## src/rtl/ext_addr_router.sv

```systemverilog
// Single-master, N-slave OBI address router with prioritised rule decode,
// an internal error slave, in-order outstanding tracking and an unmapped counter.
package ext_addr_router_pkg;
    typedef struct packed {
        logic [31:0] idx;
        logic [31:0] start_addr;
        logic [31:0] end_addr;
    } addr_map_rule_t;
endpackage

module ext_addr_router
    import ext_addr_router_pkg::*;
#(
    parameter int unsigned                  NSLAVE          = 3,
    parameter int unsigned                  NRULES          = 3,
    parameter addr_map_rule_t [NRULES-1:0]  ADDR_RULES      = '0,
    parameter int unsigned                  MAX_OUTSTANDING = 4,
    parameter logic [31:0]                  ERR_RDATA       = 32'hBADC0DE5
) (
    input  logic                 clk_i,
    input  logic                 rst_ni,
    input  logic                 m_req_i,
    output logic                 m_gnt_o,
    input  logic [31:0]          m_addr_i,
    input  logic                 m_we_i,
    input  logic [3:0]           m_be_i,
    input  logic [31:0]          m_wdata_i,
    output logic                 m_rvalid_o,
    output logic [31:0]          m_rdata_o,
    output logic                 m_err_o,
    output logic [NSLAVE-1:0]    s_req_o,
    input  logic [NSLAVE-1:0]    s_gnt_i,
    output logic [31:0]          s_addr_o,
    output logic                 s_we_o,
    output logic [3:0]           s_be_o,
    output logic [31:0]          s_wdata_o,
    input  logic [NSLAVE-1:0]    s_rvalid_i,
    input  logic [NSLAVE*32-1:0] s_rdata_i,
    output logic [15:0]          unmapped_cnt_o
);

    localparam int unsigned   TW     = $clog2(NSLAVE + 1);
    localparam int unsigned   CW     = $clog2(MAX_OUTSTANDING + 1);
    localparam logic [TW-1:0] ERR_ID = TW'(NSLAVE);

    logic [CW-1:0] out_cnt;
    logic [TW-1:0] cur_tgt;
    logic          err_pend;
    logic [15:0]   unmapped_cnt;

    logic [TW-1:0] dec_tgt;
    logic          tgt_is_err;
    logic          can_issue;
    logic          sel_gnt;
    logic          accept;
    logic          slv_rvalid;
    logic [31:0]   slv_rdata;
    logic          cur_is_err;
    logic          resp;

    assign s_addr_o  = m_addr_i;
    assign s_we_o    = m_we_i;
    assign s_be_o    = m_be_i;
    assign s_wdata_o = m_wdata_i;

    // Scan from the highest rule down so the lowest-indexed match wins.
    always_comb begin
        dec_tgt = ERR_ID;
        for (int r = int'(NRULES) - 1; r >= 0; r--) begin
            if ((m_addr_i >= ADDR_RULES[r].start_addr) && (m_addr_i < ADDR_RULES[r].end_addr)) begin
                dec_tgt = (ADDR_RULES[r].idx < 32'(NSLAVE)) ? TW'(ADDR_RULES[r].idx) : ERR_ID;
            end
        end
    end

    assign tgt_is_err = (dec_tgt == ERR_ID);

    // Only one target may have transactions in flight, which keeps responses in order.
    assign can_issue = (out_cnt == '0) ||
                       ((dec_tgt == cur_tgt) && (out_cnt < CW'(MAX_OUTSTANDING)));

    always_comb begin
        s_req_o = '0;
        sel_gnt = 1'b0;
        for (int k = 0; k < int'(NSLAVE); k++) begin
            if (dec_tgt == TW'(k)) begin
                s_req_o[k] = m_req_i & can_issue;
                sel_gnt    = s_gnt_i[k];
            end
        end
    end

    assign m_gnt_o = m_req_i & can_issue & (tgt_is_err | sel_gnt);
    assign accept  = m_req_i & m_gnt_o;

    always_comb begin
        slv_rvalid = 1'b0;
        slv_rdata  = '0;
        for (int k = 0; k < int'(NSLAVE); k++) begin
            if (cur_tgt == TW'(k)) begin
                slv_rvalid = s_rvalid_i[k];
                slv_rdata  = s_rdata_i[32*k +: 32];
            end
        end
    end

    assign cur_is_err = (cur_tgt == ERR_ID);
    assign resp       = cur_is_err ? err_pend : (slv_rvalid & (out_cnt != '0));

    assign m_rvalid_o     = resp;
    assign m_err_o        = resp & cur_is_err;
    assign m_rdata_o      = !resp ? 32'h0 : (cur_is_err ? ERR_RDATA : slv_rdata);
    assign unmapped_cnt_o = unmapped_cnt;

    always_ff @(posedge clk_i) begin
        if (!rst_ni) begin
            out_cnt      <= '0;
            cur_tgt      <= '0;
            err_pend     <= 1'b0;
            unmapped_cnt <= '0;
        end else begin
            if (accept) begin
                cur_tgt <= dec_tgt;
            end
            if (accept && !resp) begin
                out_cnt <= out_cnt + CW'(1);
            end else if (!accept && resp) begin
                out_cnt <= out_cnt - CW'(1);
            end
            err_pend <= accept & tgt_is_err;
            if (accept && tgt_is_err && (unmapped_cnt != 16'hFFFF)) begin
                unmapped_cnt <= unmapped_cnt + 16'd1;
            end
        end
    end

endmodule

```

## config.mk

```make
export PLATFORM = sky130hd
export DESIGN_NAME = ext_addr_router
export DESIGN_NICKNAME = d
export VERILOG_FILES = /design/src/rtl/ext_addr_router.sv
export SDC_FILE = /design/constraint.sdc
export NUM_CORES = 1
export LEC_CHECK = 0
export BUFFER_PORTS_ARGS = -buffer_cell sky130_fd_sc_hd__buf_2
export CORE_AREA = 3 3 116 118
export CTS_BUF_LIST = sky130_fd_sc_hd__clkbuf_4
export DETAILED_ROUTE_END_ITERATION = 8
export DIE_AREA = 0 0 119 121
export GPL_TIMING_DRIVEN = 1
export PLACE_DENSITY = 0.54
export SLEW_MARGIN = 20
export SYNTH_ARGS = -nofsm -noshare
export SYNTH_HDL_FRONTEND = slang
export SYNTH_SLANG_ARGS = --single-unit
```

## constraint.sdc

```tcl
create_clock -name clk_i -period 2.4 [get_ports clk_i]
set_input_delay 0.36 -clock clk_i [delete_from_list [all_inputs] [get_ports clk_i]]
set_output_delay 0.36 -clock clk_i [all_outputs]
set_load 0.05 [all_outputs]
```

==> impl_results.md, run 1 <==
* Die H at ~120 um
* Number of I/O port buffers at 86
* Root Buffer: clkbuf_4
* H-Tree Depth at 1
* Simple-Gate Fraction of Synth Area at about a third
* Number of flops mapped to enable cells by yosys at 0
* Drt initial violations at 84
* Min-delay src: rst_ni
* Post-route DRC at 0
* I/O pin count at around 300
* Die area at between 10000 and 15000 sq um
* #FFs+latches synth at 21
* Vias in the first global route at between 1500 and 2000
* Dominant cell by count in the synthesized netlist: buf_4
* First-pass GRT wire length at roughly 8300 um
* Synth Flop Type: dfxtp_1
* Cts-stage hold buffer count at 0
* Layout Cells excl Fill at roughly 450
* Largest family of logic cells by synthesized area: simple AND/OR/NAND/NOR gates
* Crit path kind: reg -> out
* RSZ-0062 raised after global routing: false
* Yosys top cell by area: buf_4
* Crit path arrival time at around 1.9 ns
* Period utilisation layout at 93.1%
* CTS Buf Count at 3
* Hold Path Class: in -> reg
* MaxCap Viol Count at 0
* Vias at ~1700
* # rows at 41
* Clock sink count at 21
* CTS Buffer Depth at 2
* Mux contribution to synthesized area at under 10%
* Post-Synth XOR/XNOR Area at 0.910%
* Max IR drop VDD at 0.000187 V
* Clock Latency Late Sink at 0.31 ns
* Setup Skew at roughly 0.0081 ns
* R2r setup slk at about 0.21 ns
* CP required at roughly 2.0 ns
* FFs w/ async S/R, synth at 0%
* DR WL/cell at about 12 um
* Routability congestion estimate at ~0.77
* FF-to-FF Start: cur_tgt[0]
* Pin count of the biggest net entering global routing at 30
* CP max stage cell: dfxtp_1
* CP endpoint kind: output port
* Sequential area share after synthesis at 21.8%
* Worst reg-to-reg path cell count at 9
* Total gr overflow at 0
* Synth top area cells: buf_4 (28%), dfxtp_1 (22%), nand2_1 (8.6%)
* Layout cells sized above 1 at 38.6%
* CTS tree: built
* Die W at between 100 and 150 um
* Synthesized instance count at about 260
* Core area at approximately 13000 sq um
* Drt total wl at ~5200 um
* Initial Util at around 15%
* Leakage at ~1 nW
* Setup Buffers After CTS at 0
* Complex-gate fraction of the synthesized area at approximately 8.5%
* Setup Viol. Count Final at 0
* Area Growth Syn to Fin at 8.58%
* Reg-to-reg endpoint: out_cnt[2]
* DP HPWL at 4210 um
* Final net count at around 460
* Top cell type's share of synthesized area at 28.1%
* Number of synthesis warnings at 0
* Post-synth top cells: buf_4 (72), nand2_1 (44), dfxtp_1 (21)
* CP Cell Sequence: nor3_1 > buf_4 > nor3b_2 > buf_6 > and2_1 > buf_2
* Final Power at approximately 0.0017 W
* Worst Setup SP: out_cnt[1]
* Worst-Margin Slew at around 0.69 ns
* Placed instance count at around 450
* Worst hold path endpoint: unmapped_cnt_o[12]
* Synth Area in Adders at between 2 and 2.5%
* Highest fanout seen on the critical path at 29
* Hold Fails Final Rpt at 0
* Worst Hold Depth at 2
* Rel. slew slack at 53.4%
* Synth Area per Inst at 7.46 sq um
* Clock transition at path regs at approximately 0.13 ns
* Final-layout fill cell count at about 1400
* Max Clock Freq at 0.447 GHz
* Worst path max stage delay at 0.44 ns
* Final Critical Period at 2.23 ns
* CP Launch Type: flop
* N_diodes at 0
* Post-route antenna net violation count at 0
* Initial DRT Pass Iterations at 4
* Final worst setup slack at between 0.15 and 0.2 ns
* Pins Over Slew Limit at 0
* Cell variety after synth at 40
* Pre-CTS setup slack at 0.0894 ns
* Synthesized area at between 1500 and 2000 sq um
* Vias per Instance at 3.74
* Antenna violations before repair at 0
* Status: finished clean
* GRT Util Overall at under 10%
* PwrDens at 824 nW/um^2
* Post-Route Setup TNS at 0 ns
-- critical path, delay by kind of cell (launching register included) --
| family | cells | cell delay (ns) |
|---|---|---|
| buffers and inverters | 3 | 0.64 |
| flip-flops | 1 | 0.44 |
| AND/OR/NAND/NOR | 3 | 0.46 |
-- sequential cells by signal (all words and copies together), names as in the netlist --
signal and cells:
err_pend 1, cur_tgt 1, out_cnt 3, unmapped_cnt_o 16
-- worst max path at each step --
stage	cells after the start	slack, ns	end
after global placement	10	0.19	out_cnt[2]
after floorplan	9	0.06	out_cnt[2]
after global routing	6	0.007	m_rdata_o[21]
after detailed placement	10	0.09	out_cnt[2]
after CTS	10	0.07	out_cnt[2]
final	6	0.17	m_rdata_o[17]
-- metal layers --
metal	wire length, um	track usage, %
met1	1890	7.36
met2	2740	12.4
met3	397	1.40
met4	218	4.56
met5	0	0
-- cell families after synthesis --
kind of cell | Yosys count
compound gates | 26
buf+inv | 86
mux | 6
fa+ha+maj | 3
other cells | 1
simple gates | 113
xor+xnor | 2
flops | 21
-- placed cells by master (no fill, tap or decap), types with 2 or more instances in the layout --
| cell type | synthesis | routed |
|---|---|---|
| dfxtp_1 | 21 | 21 |
| mux2i_1 | 6 | 6 |
| and2_1 | 16 | 16 |
| nand4_1 | 7 | 7 |
| o31ai_1 | 6 | 6 |
| o21ai_0 | 2 | 2 |
| or4_1 | 6 | 6 |
| nand2b_1 | 5 | 5 |
| nor2_1 | 12 | 11 |
| buf_4 | 72 | 6 |
| nand2_1 | 44 | 44 |
| nor4_1 | 3 | 3 |
| buf_2 | 1 | 86 |
| a21oi_1 | 11 | 11 |
| inv_1 | 6 | 6 |
| or3_1 | 3 | 3 |
| conb_1 | 1 | 3 |
| xor2_1 | 2 | 2 |
| o21ai_1 | 3 | 3 |
| clkbuf_4 | 0 | 3 |
| nand3_1 | 4 | 4 |
| ha_1 | 2 | 2 |
| and4_1 | 2 | 2 |
-- cell type report --
cell class | instances | area (sq um) | area share (%)
multi-input cells | 153 | 917 | 43.9
well taps | 172 | 215 | 10.3
clock inverters | 1 | 5.00 | 0.240
flip-flops and latches | 21 | 420 | 20.1
clock buffers | 3 | 22.5 | 1.08
inverters | 6 | 22.5 | 1.08
repair buffers | 93 | 487 | 23.3
-- per-stage QoR --
step	util, %	hold WS [ns]	cell area (sq um)
final	16.6	0.392	2090
after CTS	16.6	0.371	2080
after floorplan	-	0.468	1930
after detailed placement	16.4	0.512	2060
after global routing	16.6	0.392	2090
after global placement	16.4	0.491	2060
-- report_power, final --
part           leakage [nW]  internal, W  switching, W  total [W]
clock                0.0177    0.0000622      0.000115   0.000177
sequential            0.170     0.000384     0.0000422   0.000427
combinational         0.835     0.000304      0.000814    0.00112
total                  1.02     0.000750      0.000971    0.00172
-- what timing repair did --
item                                   in CTS  in global routing
setup endpoints to repair                   0                  3
endpoints found under the hold margin       0                  0
resized for setup                           0                  2
No activity file was read; power rests on OpenSTA's default activity.
==> run 2, diff against run 1 <==
MAX_ROUTING_LAYER = met4   (was default)
clock period = 2.8 ns   (was 2.4 ns; I/O delays follow)
==> run 2 against run 1 <==
Effect of this change:
- die area unchanged
- total power down 16%
- utilization down 0.27 points
- flip-flop and latch count unchanged
- wire length down 3.1%
- clock power down 9%
- first-iteration DRC count down 14%
- final cell count down 0.89%
- combinational power down 18%
- final area down 1.6%
- sequential power down 13%
- via count up 1.7%
==> impl_results.md, run 2 (synthesized netlist as in run 1, its figures left out) <==
* CP Launch Type: flop
* Flip-flop count of the largest register after layout at 16 (unchanged)
* MaxCap Viol Count at 0 (unchanged)
* Antenna violations before repair at 0 (unchanged)
* Final net count at 451 (-0.88%)
* PwrDens at 707 nW/um^2 (-14%)
* Initial DRT Pass Iterations at 4 (unchanged)
* Crit path arrival time at 2.58 ns (+0.71 ns)
* Die W at 119 um (unchanged)
* CP max stage cell: fa_1
* Max IR drop VDD at 0.000154 V (-18%)
* CP endpoint kind: flop
* Setup Skew at 0.00266 ns (-0.00546 ns)
* N_diodes at 0 (unchanged)
* Leakage at 1.00 nW (-1.9%)
* Root Buffer: clkbuf_4
* Pre-CTS setup slack at 0.436 ns (+0.347 ns)
* DP HPWL at 4120 um (-2.1%)
* # rows at 41 (unchanged)
* CP required at 3.04 ns (+1.00 ns)
* Hold Fails Final Rpt at 0 (unchanged)
* GRT Util Overall at 6.70% (-0.23 points)
* Highest fanout seen on the critical path at 4 (-86%)
* Vias in the first global route at 1616 (-5.2%)
* Post-CTS sizing at 0 (unchanged)
* Drt total wl at 5080 um (-3.1%)
* Final Critical Period at between 2 and 2.5 ns
* CP Cell Sequence: nor3_1 > nor3b_2 > nor2_1 > ha_1 > inv_1 > fa_1 > xor2_1 > or3_1 > a21oi_1
* Die H at 121 um (unchanged)
* First-pass GRT wire length at 7900 um (-5.4%)
* Vias per Instance at 3.84 (+2.6%)
* Final worst setup slack at 0.461 ns (+0.296 ns)
* CTS Buf Count at 3 (unchanged)
* Final-layout fill cell count at 1425 (-0.56%)
* Commonest non-fill, non-tap cells in the layout: buf_2 (86), nand2_1 (44), dfxtp_1 (21)
* RSZ-0062 raised after global routing: false
* I/O pin count at 297 (unchanged)
* Crit path kind: reg -> reg
* Post-Route Setup TNS at 0 ns (unchanged)
* Period utilisation layout at a little over four fifths
* Clock transition at path regs at 0.12 ns (about the same)
* Pins Over Slew Limit at 0 (unchanged)
* Clock sink count at 21 (unchanged)
* Pin count of the biggest net entering global routing at 30 (unchanged)
* Post-route DRC at 0 (unchanged)
* Cts-stage hold buffer count at 0 (unchanged)
* Most common cell after layout, fill and taps aside: buf_2
* Die area at 14400 sq um (unchanged)
* Vias at 1707 (+1.7%)
* Core area at 12600 sq um (unchanged)
* Number of I/O port buffers at 86 (unchanged)
* Worst-Margin Slew at 0.663 ns (-0.0310 ns)
* Worst path max stage delay at 0.39 ns (-0.05 ns)
* Clock Latency Late Sink at 0.31 ns (about the same)
* Initial Util at 15.3% (unchanged)
* Drt initial violations at 72 (-14%)
* Setup Viol. Count Final at 0 (unchanged)
* Status: finished clean
* Worst path top cell family by delay: simple AND/OR/NAND/NOR gates
* Hold Path Class: in -> reg
* Total gr overflow at 0 (unchanged)
* Rel. slew slack at 55.4% (+2.1 points)
* Number of buffers and inverters on the critical path at 1 (-2)
* Post-route antenna net violation count at 0 (unchanged)
* CTS tree: built
* Setup Buffers After CTS at 0 (unchanged)
* H-Tree Depth at 1 (unchanged)
* Layout cells sized above 1 at 37.4% (-1.3 points)
* Routability congestion estimate at 0.749 (-2.1%)
* Fin util at 16.4% (-0.27 points)
* Max Clock Freq at about 0.43 GHz
* DR WL/cell at 11.4 um (-2.2%)
* Area Growth Syn to Fin at 6.83%
* CTS Buffer Depth at 2 (unchanged)
==> run 2: cell types whose count changed in the layout (fill, tap and decap cells not counted) <==
cell | previous run | this run
clkbuf_4 | 3 | 4
nor2_1 | 11 | 12
buf_4 | 6 | 3
buf_6 | 1 | 0
nor2_2 | 1 | 0
clkinv_2 | 1 | 0
==> run 2: final cells by class <==
class | instances | area (sq um) | area share (%)
multi-input cells | 153 | 915 | 44.5
repair buffers | 89 | 453 | 22.0
flip-flops and latches | 21 | 420 | 20.5
well taps | 172 | 215 | 10.5
clock buffers | 4 | 30.0 | 1.46
inverters | 6 | 22.5 | 1.10
==> run 2: path summary, 6_finish.rpt <==
kind                    from                 end  slack, ns  depth (start not counted)
setup / recovery  out_cnt[0]          out_cnt[2]       0.46                          9
hold / removal        rst_ni  unmapped_cnt_o[12]       0.44                          2
setup reg to reg  out_cnt[0]          out_cnt[2]       0.46                          9
hold reg to reg   out_cnt[2]          out_cnt[2]       0.52                          2
==> run 2: worst reg2reg max path: stages, from the launching register on <==
cell     delay [ns]
dfxtp_1        0.38
nor3_1         0.34
nor3b_2        0.09
nor2_1         0.19
ha_1           0.22
inv_1          0.06
fa_1           0.39
xor2_1         0.16
or3_1          0.30
a21oi_1        0.14
==> run 2: per-layer routing <==
| layer | up-vias | GRT usage [%] | wire, um |
|---|---|---|---|
| met5 | - | - | 0 |
| li1 | 817 | - | - |
| met1 | 794 | 6.99 | 1840 |
| met3 | 30 | 1.12 | 383 |
| met2 | 66 | 11.8 | 2630 |
| met4 | 0 | 4.27 | 231 |
==> run 2: per-stage QoR <==
stage | total power (W) | hold WS, ns | instance area (sq um) | std cells
5_1_grt | 0.00154 | 0.446 | 2060 | 445
2_1_floorplan | 0.00135 | 0.468 | 1930 | 260
6_report | 0.00145 | 0.442 | 2060 | 445
3_5_place_dp | 0.00131 | 0.501 | 2030 | 441
3_3_place_gp | 0.00129 | 0.478 | 2030 | 441
4_1_cts | 0.00147 | 0.440 | 2060 | 445
==> run 2: power breakdown <==
part | internal [W] | switching, W | total (W) | leakage (nW)
Sequential | 0.000329 | 0.0000405 | 0.000370 | 0.170
Combinational | 0.000235 | 0.000686 | 0.000921 | 0.814
Clock | 0.0000652 | 0.0000961 | 0.000161 | 0.0184
